**config.mk**
```make
export PLATFORM = sky130hd
export DESIGN_NAME = i2c_target
export DESIGN_NICKNAME = d
export VERILOG_FILES = /design/src/rtl/i2c_pkg.sv /design/src/rtl/i2c_sync_edge.sv /design/src/rtl/i2c_target.sv
export SDC_FILE = /design/constraint.sdc
export NUM_CORES = 1
export LEC_CHECK = 0
export BUFFER_PORTS_ARGS = -buffer_cell sky130_fd_sc_hd__buf_4
export CAP_MARGIN = 10
export CORE_MARGIN = 8
export CORE_UTILIZATION = 35
export DETAILED_ROUTE_END_ITERATION = 8
export GPL_TIMING_DRIVEN = 0
export PLACE_DENSITY_LB_ADDON = 0.3
export SYNTH_ARGS = -nofsm -noshare
export SYNTH_HDL_FRONTEND = slang
export SYNTH_SLANG_ARGS = --single-unit
```
**constraint.sdc**
```tcl
create_clock -name clk_i -period 2.2 [get_ports clk_i]
set_clock_uncertainty 0.05 [all_clocks]
set_input_delay 0.44 -clock clk_i [delete_from_list [all_inputs] [get_ports clk_i]]
set_output_delay 0.44 -clock clk_i [all_outputs]
set_load 0.1 [all_outputs]
```
**src/rtl/i2c_pkg.sv**
```systemverilog
// Shared types and constants for the I2C target.
// FSM state encoding and bus acknowledge levels.
package i2c_pkg;

  typedef enum logic [2:0] {
    IDLE,
    ADDR,
    ADDR_ACK,
    WR_DATA,
    WR_ACK,
    RD_DATA,
    RD_ACK,
    IGNORE
  } i2c_tgt_state_e;

  localparam logic I2C_ACK  = 1'b0;
  localparam logic I2C_NACK = 1'b1;

endpackage

```
**src/rtl/i2c_sync_edge.sv**
```systemverilog
// Two-flop synchronizer plus history flop for one I2C line.
// Resets to 1 so an idle (pulled-up) bus shows no edges.
module i2c_sync_edge (
  input  logic clk_i,
  input  logic rst_ni,
  input  logic d_i,
  output logic level_o,
  output logic rise_o,
  output logic fall_o
);

  logic sync1_q;
  logic sync2_q;
  logic hist_q;

  always_ff @(posedge clk_i or negedge rst_ni) begin
    if (!rst_ni) begin
      sync1_q <= 1'b1;
      sync2_q <= 1'b1;
      hist_q  <= 1'b1;
    end else begin
      sync1_q <= d_i;
      sync2_q <= sync1_q;
      hist_q  <= sync2_q;
    end
  end

  assign level_o = sync2_q;
  assign rise_o  = sync2_q & ~hist_q;
  assign fall_o  = ~sync2_q & hist_q;

endmodule

```
**src/rtl/i2c_target.sv**
```systemverilog
// I2C target answering one 7-bit address; no clock stretching.
// Write bytes pulse rx_valid_o, read bytes are fetched via tx_req_o.
module i2c_target
  import i2c_pkg::*;
#(
  parameter logic [6:0] ADDR = 7'h42
) (
  input  logic       clk_i,
  input  logic       rst_ni,
  input  logic       scl_i,
  input  logic       sda_i,
  output logic       sda_oe_o,
  output logic [7:0] rx_data_o,
  output logic       rx_valid_o,
  output logic       tx_req_o,
  input  logic [7:0] tx_data_i,
  output logic       start_o,
  output logic       stop_o,
  output logic       busy_o
);

  logic scl_lvl, scl_rise, scl_fall;
  logic sda_lvl, sda_rise, sda_fall;

  i2c_sync_edge u_scl (
    .clk_i  (clk_i),
    .rst_ni (rst_ni),
    .d_i    (scl_i),
    .level_o(scl_lvl),
    .rise_o (scl_rise),
    .fall_o (scl_fall)
  );

  i2c_sync_edge u_sda (
    .clk_i  (clk_i),
    .rst_ni (rst_ni),
    .d_i    (sda_i),
    .level_o(sda_lvl),
    .rise_o (sda_rise),
    .fall_o (sda_fall)
  );

  i2c_tgt_state_e state_q, state_d;
  logic [7:0] shift_q, shift_d;
  logic [2:0] cnt_q, cnt_d;
  logic       done_q, done_d;
  logic       rw_q, rw_d;
  logic       oe_q, oe_d;
  logic [7:0] rx_data_q, rx_data_d;
  logic       rx_valid_q, rx_valid_d;
  logic       start_q, start_d;
  logic       stop_q, stop_d;
  logic       busy_q, busy_d;
  logic       load;

  logic       start_det, stop_det;
  logic [7:0] byte_in;
  logic       last_bit;

  assign start_det = sda_fall & scl_lvl;
  assign stop_det  = sda_rise & scl_lvl;
  assign byte_in   = {shift_q[6:0], sda_lvl};
  assign last_bit  = (cnt_q == 3'd7);

  always_comb begin
    state_d    = state_q;
    shift_d    = shift_q;
    cnt_d      = cnt_q;
    done_d     = done_q;
    rw_d       = rw_q;
    oe_d       = oe_q;
    rx_data_d  = rx_data_q;
    rx_valid_d = 1'b0;
    start_d    = 1'b0;
    stop_d     = 1'b0;
    busy_d     = busy_q;
    load       = 1'b0;
    if (start_det) begin
      state_d = i2c_pkg::ADDR;
      cnt_d   = 3'd0;
      done_d  = 1'b0;
      oe_d    = 1'b0;
      start_d = 1'b1;
      busy_d  = 1'b1;
    end else if (stop_det) begin
      state_d = IDLE;
      done_d  = 1'b0;
      oe_d    = 1'b0;
      stop_d  = 1'b1;
      busy_d  = 1'b0;
    end else begin
      unique case (state_q)
        i2c_pkg::ADDR: begin
          if (scl_rise) begin
            shift_d = byte_in;
            cnt_d   = cnt_q + 3'd1;
            if (last_bit) begin
              rw_d = sda_lvl;
              if (shift_q[6:0] == ADDR) done_d = 1'b1;
              else state_d = IGNORE;
            end
          end else if (scl_fall && done_q) begin
            done_d  = 1'b0;
            oe_d    = 1'b1;
            state_d = ADDR_ACK;
          end
        end
        ADDR_ACK: begin
          if (scl_fall) begin
            if (!rw_q) begin
              oe_d    = 1'b0;
              state_d = WR_DATA;
            end else begin
              load = 1'b1;
            end
          end
        end
        WR_DATA: begin
          if (scl_rise) begin
            shift_d = byte_in;
            cnt_d   = cnt_q + 3'd1;
            if (last_bit) begin
              rx_valid_d = 1'b1;
              rx_data_d  = byte_in;
              done_d     = 1'b1;
            end
          end else if (scl_fall && done_q) begin
            done_d  = 1'b0;
            oe_d    = 1'b1;
            state_d = WR_ACK;
          end
        end
        WR_ACK: begin
          if (scl_fall) begin
            oe_d    = 1'b0;
            state_d = WR_DATA;
          end
        end
        RD_DATA: begin
          // cnt_q counts bits already driven; wrap to 0 means all 8 are out
          if (scl_fall) begin
            if (cnt_q == 3'd0) begin
              oe_d    = 1'b0;
              state_d = RD_ACK;
            end else begin
              oe_d    = ~shift_q[7];
              shift_d = {shift_q[6:0], 1'b0};
              cnt_d   = cnt_q + 3'd1;
            end
          end
        end
        RD_ACK: begin
          if (scl_rise && sda_lvl == I2C_NACK) state_d = IGNORE;
          else if (scl_fall) load = 1'b1;
        end
        default: ;
      endcase
    end
    if (load) begin
      oe_d    = ~tx_data_i[7];
      shift_d = {tx_data_i[6:0], 1'b0};
      cnt_d   = 3'd1;
      state_d = RD_DATA;
    end
  end

  always_ff @(posedge clk_i or negedge rst_ni) begin
    if (!rst_ni) begin
      state_q    <= IDLE;
      shift_q    <= 8'h00;
      cnt_q      <= 3'd0;
      done_q     <= 1'b0;
      rw_q       <= 1'b0;
      oe_q       <= 1'b0;
      rx_data_q  <= 8'h00;
      rx_valid_q <= 1'b0;
      start_q    <= 1'b0;
      stop_q     <= 1'b0;
      busy_q     <= 1'b0;
    end else begin
      state_q    <= state_d;
      shift_q    <= shift_d;
      cnt_q      <= cnt_d;
      done_q     <= done_d;
      rw_q       <= rw_d;
      oe_q       <= oe_d;
      rx_data_q  <= rx_data_d;
      rx_valid_q <= rx_valid_d;
      start_q    <= start_d;
      stop_q     <= stop_d;
      busy_q     <= busy_d;
    end
  end

  assign sda_oe_o   = oe_q;
  assign rx_data_o  = rx_data_q;
  assign rx_valid_o = rx_valid_q;
  assign tx_req_o   = load;
  assign start_o    = start_q;
  assign stop_o     = stop_q;
  assign busy_o     = busy_q;

endmodule

```
# ---- After elaboration in Yosys (flattened, before gate mapping)
# Index checks and enable logic that the tools add are counted.
dict set report word_totals {
  ff_bits 35
  inputBits 12
  output_inout_bits 14
}
dict set report classes {
  n_addsub 1
  n_eq_ne 33
  muxes 67
  bitwise 14
  n_reduce_logical 17
}
# cell n
set ops {}
lappend ops {{$mux W3} 21}
lappend ops {{$ne A5 B5 Y1 const B} 11}
lappend ops {{$mux W8} 6}
lappend ops {{$mux W1} 34}
lappend ops {{$ne A6 B6 Y1 const B} 3}
lappend ops {{$pmux W3 S6} 1}
lappend ops {{$pmux W8 S2} 1}
lappend ops {{$reduce_and A5 Y1} 3}
lappend ops {{$eq A3 B3 Y1 const B} 4}
lappend ops {{$reduce_and A12 Y1} 1}
lappend ops {{$ne A3 B3 Y1 const B} 3}
lappend ops {{$reduce_bool A9 Y1} 1}
lappend ops {{$ne A4 B4 Y1 const B} 2}
lappend ops {{$not A1 Y1} 8}
lappend ops {{$reduce_bool A4 Y1} 2}
lappend ops {{$eq A7 B7 Y1 const B} 1}
lappend ops {{$reduce_and A7 Y1} 1}
lappend ops {{$reduce_bool A7 Y1} 1}
lappend ops {{$and A1 B1 Y1} 6}
lappend ops {{$eq A3 B2 Y1 const B} 2}
lappend ops {{$pmux W3 S2} 1}
lappend ops {{$reduce_and A6 Y1} 1}
lappend ops {{$ne A5 B1 Y1 const B} 1}
lappend ops {{$ne A5 B3 Y1 const B} 1}
lappend ops {{13 further kinds} 16}

# ---- Logic depth before layout (Yosys ltp)
# Gate-level depths: netlist of the first run.
dict set report logic_depth {
  ltp_word 9
  depth_mapped 8
  depth_no_buf 7
}

# ---- By module
# A second synthesis of the first run with hierarchy kept.
dict set report hier_totals {
  cells_unflattened 194
  hier_area_um2 1806.7
}
# module n_inst cells_per_inst area_per_inst_um2
set modules_own_cells {}
lappend modules_own_cells {i2c_target 1 184 1619.1}
lappend modules_own_cells {i2c_sync_edge 2 5 93.8}

# ---- Least setup slack after synthesis of the first run
# OpenSTA, ideal clock, no wires.
dict set report synth_path {
  path_type {register to register}
  from {register u_scl.sync2_q, in the netlist u_scl.level_o}
  to {register state_q[0]}
  arrival_ns 2.392
  required_ns 2.025
  path_slack_ns -0.367
  stages_incl_launch_ff 8
  path_buffers 1
  synth_period_minus_slack_ns 2.567
  path_cell_list {dfstp_2 buf_6 nand2b_4 or3_4 clkinv_1 nor2_1 o21ai_0 mux2_4}
}
dict set report synth_via {
  elab_chain_len 9
  elab_cells_between_ends 31
  classes_between {eq/ne (11); mux (11); bitwise (5); reduce/logical (4)}
}
# item line
set synth_lines {}
lappend synth_lines {{from (decl)} i2c_sync_edge.sv:13} ;# logic sync2_q;
lappend synth_lines {{from (signal assigned)} i2c_sync_edge.sv:23} ;# sync2_q <= sync1_q;
lappend synth_lines {{$not A1 Y1} i2c_sync_edge.sv:30} ;# assign fall_o = ~sync2_q & hist_q;
lappend synth_lines {{$and A1 B1 Y1} i2c_sync_edge.sv:30}
lappend synth_lines {{$mux W1} i2c_target.sv:154} ;# else if (scl_fall) load = 1'b1;
lappend synth_lines {{$mux W1} i2c_target.sv:153} ;# if (scl_rise && sda_lvl == I2C_NACK) state_d = IGNORE;
lappend synth_lines {{$pmux W1 S2} i2c_target.sv:92} ;# unique case (state_q)
lappend synth_lines {{$mux W1} i2c_target.sv:85} ;# end else if (stop_det) begin
lappend synth_lines {{$mux W1 (*)} i2c_target.sv:78} ;# if (start_det) begin
lappend synth_lines {{via tx_req_o} i2c_target.sv:15} ;# output logic tx_req_o,
lappend synth_lines {{$ne A6 B6 Y1 (no line), or another cell as far along} n/a}
lappend synth_lines {{$reduce_and A12 Y1 (no line)} n/a}
lappend synth_lines {{to (signal assigned)} i2c_target.sv:181} ;# state_q <= state_d;
lappend synth_lines {{to (decl)} i2c_target.sv:43} ;# i2c_tgt_state_e state_q, state_d;
# Mark *: on every way through the listed nets, which the timed path passes. The rest lies on a longest branch.
# A chain may end at the register's enable or synchronous reset.

# ---- Final worst setup path of the first run
dict set report layout_path {
  from {register state_q[0]}
  to {output port tx_req_o}
}
dict set report layout_via {
  elab_chain_len 4
  elab_cells_between_ends 5
  classes_between {eq/ne (2); mux (3)}
}
# item line
set layout_lines {}
lappend layout_lines {{$eq A3 B3 Y1 / $eq A3 B2 Y1 (equally long branches)} i2c_target.sv:92}
lappend layout_lines {{$pmux W1 S2 (*)} i2c_target.sv:92}
lappend layout_lines {{$mux W1 (*)} i2c_target.sv:85}
lappend layout_lines {{$mux W1 (*)} i2c_target.sv:78}
lappend layout_lines {{to (decl)} i2c_target.sv:15}
# Every way passes the cells marked *; elsewhere a longest branch is shown, timed or not.

==> metrics.md, run 1 <==
| Metric | Value |
|---|---|
| Nets | about 230 |
| Setup slack, reg-to-reg | between 0.15 and 0.2 ns |
| Worst reg2reg path depth | 7 |
| Clock buffer depth | 2 |
| Clk slew on worst S/H paths | ~0.070 ns |
| Pre-CTS setup slack | about 0.16 ns |
| Final core utilization | 43.4% |
| Hold Fails Final Rpt | 0 |
| H-tree lvl count | 2 |
| Synth Flop Type | dfrtp_1 |
| Setup violators final | 0 |
| Fin Setup TNS | 0 ns |
| HPWL after detailed placement | ~2.9 mm |
| Share of the synthesized area in the top cell type | 39.9% |
| Placed cells | roughly 270 |
| First-pass GRT wire length | approximately 6.6 mm |
| Critical Path Start | state_q[0] |
| Max stage delay on crit path | roughly 0.45 ns |
| Pleak | 1.03 nW |
| CTS Buf Count | 5 |
| Root Driver | clkbuf_8 |
| Mapped Cells | 177 |
| Tmin final | ~2.1 ns |
| Slew Limit Fails | 0 |
| Layout cells sized above 1 | slightly above 30% |
| Ys async rst share | 100% |
| Vias | 1430 |
| # IOs | 26 |
| Finished Layout Cells | 281 |
| Antenna violations before repair | 0 |
| Via-per-instance ratio | between 5 and 6 |
| Max-cap violations | 0 |
| Post-DR wirelength/cell | between 10 and 15 um |
| Hold_buf cts | 0 |
| Clock sink count | 35 |
| Largest net degree at the start of global routing | 36 |
| Pre-antenna DRT Iters | 7 |
| Largest cells by area after synthesis | dfrtp_1 (40%), dfstp_2 (8.7%), nand2_1 (4.3%), a31oi_1 (3.4%), nor2_1 (3.3%) |
| Crit share post-route | 97.1% |
| Hold crit path type | in2async |
| Post-Syn Nets | approximately 190 |
| Antenna viol nets, final | 0 |
| Arrival time worst endpoint | 1.65 ns |
| Die area | 7760 sq um |
| CP Capture Point | tx_req_o |
| Die height | approximately 88 um |
| Core area | ~5000 sq um |
| DRT iter0 DRCs | 123 |
| Cells along the critical path | nand2b_1 > or3_4 > clkinv_4 > buf_12 |
| Area growth syn-to-layout | 21.2% |
| Crit end category | output port |
| Mean area per synthesized cell | 10.3 sq um |
| Synth Warn # | 0 |
| Die width | between 80 and 90 um |
| Worst hold slack | ~0.037 ns |
| Most frequent cells in the layout | dfrtp_1 (29), buf_4 (25), nand2_1 (21) |
| Status | finished clean |
| GRT Util Overall | approximately 11% |
| Critical path class | reg2out |
| Post-route worst setup slack | approximately 0.064 ns |
| Seq/Total Area, Yosys | around 49% |
| Netlist cell types | 50 |
| Achievable Freq | 468 MHz |
| Rows | 26 |
| # diodes | 0 |
| DRC Markers | 0 |
| Slew headroom | about 70% |
| Port buffer count | 25 |
| Slowest CP cell | dfrtp_1 |
| TritonCTS clock tree | built |
| Pwr Density | approximately 1000 nW/um^2 |
| R2R Path Start | cnt_q[0] |
| Worst VDD drop | approximately 0.42 mV |
| GRT overflow | 0 |
| Yosys top cell by area | dfrtp_1 |
| Worst slew pin tran | around 0.45 ns |
| Worst-skew pair later-pin latency | 0.29 ns |
| Worst Path Max Fanout | 10 |
| Worst EP required | 1.71 ns |
| CP Launch Type | register |
| Yosys reg bits | 35 |
| Most common cell after layout, fill and taps aside | dfrtp_1 |
| RSZ-0062 raised after global routing | no |
| Cell family with most CP delay | simple AND/OR/NAND/NOR gates |
| Routability cong. | between 0.9 and 1 |
| R2R Path End | state_q[0] |
| Number of synthesized flops with an enable pin | 0 |
| Number of global-route vias before repair | around 1300 |
| Buf/Inv on CP | 2 |
| Initial Util | approximately 36% |
| Post-Route WL | 4.06 mm |
| Mapped cell area | roughly 1800 sq um |
| Critical Path Stages | 4 |
Yosys cell counts, types with 2 or more instances:
library cell / number
a21oi_1: 6
a31oi_1: 10
buf_2: 3
buf_6: 5
dfrtp_1: 29
dfstp_2: 6
ha_1: 3
inv_1: 7
mux2_1: 4
mux2_2: 5
nand2_1: 21
nand2b_1: 3
nand3_1: 3
nand3b_1: 3
nand4_1: 3
nor2_1: 16
nor2b_1: 3
nor3_1: 3
o211ai_1: 3
o21ai_0: 8
o22ai_1: 2
or2b_1: 2
xor2_1: 2
report_power, final:
part | total (mW) | internal [mW] | switching, mW | leakage [nW]
clock network | 0.461 | 0.221 | 0.240 | 0.0412
registers | 0.864 | 0.762 | 0.102 | 0.426
logic | 0.879 | 0.354 | 0.525 | 0.567
total | 2.20 | 1.34 | 0.867 | 1.03
worst register-to-register path: stages, from the launching register on:
cell and delay, ns:
dfrtp_1 0.41, inv_1 0.07, ha_1 0.13, or2b_1 0.28, a222oi_1 0.38, and3_1 0.27
a21oi_2 0.07, mux2_4 0.29
final cells by class:
cell class / count / area (sq um)
fill: 525 / 2870
sequential: 35 / 883
tap: 70 / 87.6
buffer: 9 / 75.1
timing repair buffer: 26 / 208
clock buffer: 6 / 72.6
clock inverter: 2 / 12.5
inverter: 8 / 35.0
multi-input combinational: 125 / 831
worst min path at each step:
stage	start	endpoint	slack [ns]	cells past startpoint
after global placement	u_sda.sync1_q	u_sda.level_o	0.30	0
after CTS	rst_ni	rx_data_o[6]	0.05	1
after floorplan	rst_ni	busy_o	0.09	0
after global routing	rst_ni	rx_data_o[6]	0.07	1
after detailed placement	u_scl.sync1_q	u_scl.level_o	0.30	0
final	rst_ni	rx_data_o[6]	0.04	1
sequential cells by signal (all words and copies together), names as in the netlist, 3 cells and up:
name and flops:
cnt_q 3, rx_data_o 8, shift_q 8, state_q 3
what timing repair did:
item	in CTS	in global routing
gates resized for setup	4	0
endpoints found under the setup margin	1	1
buffers inserted	0	1
layer usage:
| metal | up-vias | track usage [%] | share of wire (%) | routed length (um) |
|---|---|---|---|---|
| li1 | 691 | - | - | - |
| met1 | 695 | 15.3 | 50 | 2030 |
| met2 | 35 | 14.4 | 42 | 1720 |
| met3 | 9 | 4.13 | 5.3 | 216 |
| met4 | 0 | 5.53 | 2.2 | 91 |
| met5 | - | 0 | 0 | 0 |
cell families (layout without fill, tap and decap cells):
logic type,after synthesis,in the layout,synth area share (%)
xor+xnor,2,2,0.963
simple gates,70,70,21.1
mux,10,10,6.40
buf+inv,17,51,5.78
fa+ha+maj,3,3,2.06
flops,35,35,48.6
compound gates,40,40,15.1
per-stage QoR:
step | instance area [sq um] | power (mW)
2_1_floorplan | 1820 | 1.54
3_3_place_gp | 2100 | 1.74
3_5_place_dp | 2100 | 1.74
4_1_cts | 2200 | 2.21
5_1_grt | 2200 | 2.35
6_report | 2200 | 2.20
(Power assumes the default switching activity.)
==> run 2: changes to the inputs <==
--- a/config.mk
+++ b/config.mk
@@ -9,6 +9,7 @@
 export CAP_MARGIN = 10
 export CORE_MARGIN = 8
 export CORE_UTILIZATION = 35
+export CTS_BUF_LIST = sky130_fd_sc_hd__clkbuf_8
 export DETAILED_ROUTE_END_ITERATION = 8
 export GPL_TIMING_DRIVEN = 0
 export PLACE_DENSITY_LB_ADDON = 0.3
==> run 2 against run 1 <==
  * Sequential share of layout area unchanged
  * Maximum frequency about the same
  * Sequential cell count did not move
  * Critical endpoint unchanged
  * Worst setup slack better by 0.00068 ns
  * Clock-buffer cell count fell by 1
  * Final cell count unchanged
  * Global-route usage unchanged
==> metrics.md, run 2 (synthesis gave the netlist of run 1 again) <==
| Metric | Value |
|---|---|
| Status | finished clean |
| GR Util met3 | 4.13% (unchanged) |
| Hold Fails Final Rpt | 0 (unchanged) |
| R2R Path End | state_q[0] |
| Most common cell after layout, fill and taps aside | dfrtp_1 |
| Antenna violations before repair | 0 (unchanged) |
| Clock buffer depth | 2 (unchanged) |
| Achievable Freq | 468 MHz (about the same) |
| Crit share post-route | 97.1% (about the same) |
| H-tree lvl count | 2 (unchanged) |
| Max stage delay on crit path | 0.45 ns (about the same) |
| Setup violators final | 0 (unchanged) |
| Layout cells sized above 1 | 30.3% (unchanged) |
| Core area | 5070 sq um (unchanged) |
| DRC Markers | 0 (unchanged) |
| CP Launch Type | register |
| Clk slew on worst S/H paths | 0.07 ns (about the same) |
| Max-cap violations | 0 (unchanged) |
| Die height | 88.1 um (unchanged) |
| Cells along the critical path | nand2b_1 > or3_4 > clkinv_4 > buf_12 |
| Via-per-instance ratio | 5.09 (unchanged) |
| CTS Buf Count | 5 (unchanged) |
| Cell family with most CP delay | simple AND/OR/NAND/NOR gates |
| Worst EP required | 1.71 ns (about the same) |
| Most Crowded Layer GR | met1 |
| # diodes | 0 (unchanged) |
| Final core utilization | 43.4% (unchanged) |
| Post-route worst setup slack | 0.0643 ns (+0.000683 ns) |
| Antenna viol nets, final | 0 (unchanged) |
| CP Capture Point | tx_req_o |
| Pre-antenna DRT Iters | 4 (-3) |
| Combinational cell fraction of total power | 39.9% (about the same) |
| Critical Path Stages | 4 (unchanged) |
| Largest net degree at the start of global routing | 36 (unchanged) |
| TritonCTS clock tree | built |
| Worst-skew pair later-pin latency | 0.29 ns (about the same) |
| Nets | 225 (unchanged) |
| Pre-CTS setup slack | 0.158 ns (unchanged) |
| Pleak | 1.04 nW (+0.40%) |
| Die area | 7760 sq um (unchanged) |
| Clock sink count | 35 (unchanged) |
| Die width | 88.1 um (unchanged) |
| Fin Setup TNS | 0 ns (unchanged) |
| # IOs | 26 (unchanged) |
| Area growth syn-to-layout | 21.2% (unchanged) |
| R2R Path Start | cnt_q[0] |
| Vias | 1430 (unchanged) |
| Slew headroom | 69.8% (about the same) |
| Met2 Use GR | 14.4% (unchanged) |
| RSZ-0062 raised after global routing | no |
| GRT overflow | 0 (unchanged) |
| Filler cells | 525 (unchanged) |
| Area after DPL | 2100 sq um (unchanged) |
| Worst Path Max Fanout | 10 (unchanged) |
| Switch share | 39.4% (about the same) |
| Worst reg2reg path depth | 7 (unchanged) |
| Clock share of power | 20.7% (-0.2 points) |
| Slowest CP cell | dfrtp_1 |
| Post-Route WL | 4.05 mm (-0.25%) |
| Met1 GRT Util | 15.3% (unchanged) |
| Post-DR wirelength/cell | 14.4 um (-0.25%) |
| Final instance area | 2200 sq um (unchanged) |
| GRT Util Overall | 11.0% (unchanged) |
| Initial Util | 35.8% (unchanged) |
| Register share of total power | 39.4% (+0.2 points) |
| Crit end category | output port |
| DRT iter0 DRCs | 125 (+1.6%) |
| HPWL after detailed placement | 2.87 mm (unchanged) |
| Arrival time worst endpoint | 1.65 ns (about the same) |
| Buf/Inv on CP | 2 (unchanged) |
| Critical path class | reg2out |
| Worst slew pin tran | 0.449 ns (+0.00000310 ns) |
| Psw | 0.865 mW (-0.19%) |
| Rows | 26 (unchanged) |
| Routability cong. | 0.916 (unchanged) |
| First-pass GRT wire length | 6.60 mm (unchanged) |
| Critical Path Start | state_q[0] |
| Hold crit path type | in2async |
| Tmin final | 2.14 ns (-0.000683 ns) |
| Placed cells | 272 (unchanged) |
| Setup slack, reg-to-reg | 0.16 ns (about the same) |
| Port buffer count | 25 (unchanged) |
| Worst VDD drop | 0.421 mV (-0.51%) |
| Slew Limit Fails | 0 (unchanged) |
| Internal | 1.33 mW (-0.35%) |
| Pwr Density | 997 nW/um^2 (-0.29%) |
| Most frequent cells in the layout | dfrtp_1 (29), buf_4 (25), nand2_1 (21) |
| Number of global-route vias before repair | 1320 (unchanged) |
| Finished Layout Cells | 281 (unchanged) |
| Root Driver | clkbuf_8 |
## run 2: cell count changes in the layout (fill, tap and decap cells not counted)
cell / change
inv_1: +1
clkbuf_1: -1
## run 2: per-layer routing
metal  share of wire (%)  wire length (um)
met4                 2.2                91
met2                  42              1690
met3                 6.3               256
met5                   0                 0
met1                  50              2010
## run 2: how the worst min path moves through the flow
stage	to	slack [ns]	cells past startpoint
2_1_floorplan	busy_o	0.09	0
3_3_place_gp	u_sda.level_o	0.30	0
3_5_place_dp	u_scl.level_o	0.30	0
4_1_cts	rx_data_o[6]	0.05	1
5_1_grt	rx_data_o[6]	0.07	1
6_report	rx_data_o[6]	0.04	1
## run 2: area by class of cell
| cell class | instances | area [sq um] | area share (%) |
|---|---|---|---|
| Multi-Input combinational cell | 125 | 831 | 37.7 |
| Clock buffer | 5 | 68.8 | 3.12 |
| Buffer | 9 | 75.1 | 3.41 |
| Tap cell | 70 | 87.6 | 3.97 |
| Clock inverter | 3 | 16.3 | 0.738 |
| Inverter | 8 | 35.0 | 1.59 |
| Sequential cell | 35 | 883 | 40.1 |
| Timing Repair Buffer | 26 | 208 | 9.42 |
## run 2: timing repair
| action | CTS | global route |
|---|---|---|
| endpoints found under the setup margin | 1 | 1 |
| resized for setup | 4 | 0 |
| pin swaps | 0 | 0 |
| buffers inserted | 0 | 1 |
| hold buffers | 0 | 0 |
## run 2: per-stage QoR
stage / power (mW) / hold slack (ns)
final: 2.20 / 0.0396
after global routing: 2.34 / 0.0670
after CTS: 2.20 / 0.0533
after detailed placement: 1.74 / 0.297
after global placement: 1.74 / 0.296
after floorplan: 1.54 / 0.0944
## run 2: power by group through the flow
stage / clock network (mW) / registers, mW / logic, mW
6_report: 0.456 / 0.865 / 0.877
5_1_grt: 0.502 / 0.880 / 0.959
4_1_cts: 0.468 / 0.866 / 0.871
3_5_place_dp: 0 / 0.876 / 0.868
3_3_place_gp: 0 / 0.875 / 0.861
2_1_floorplan: 0 / 0.933 / 0.605
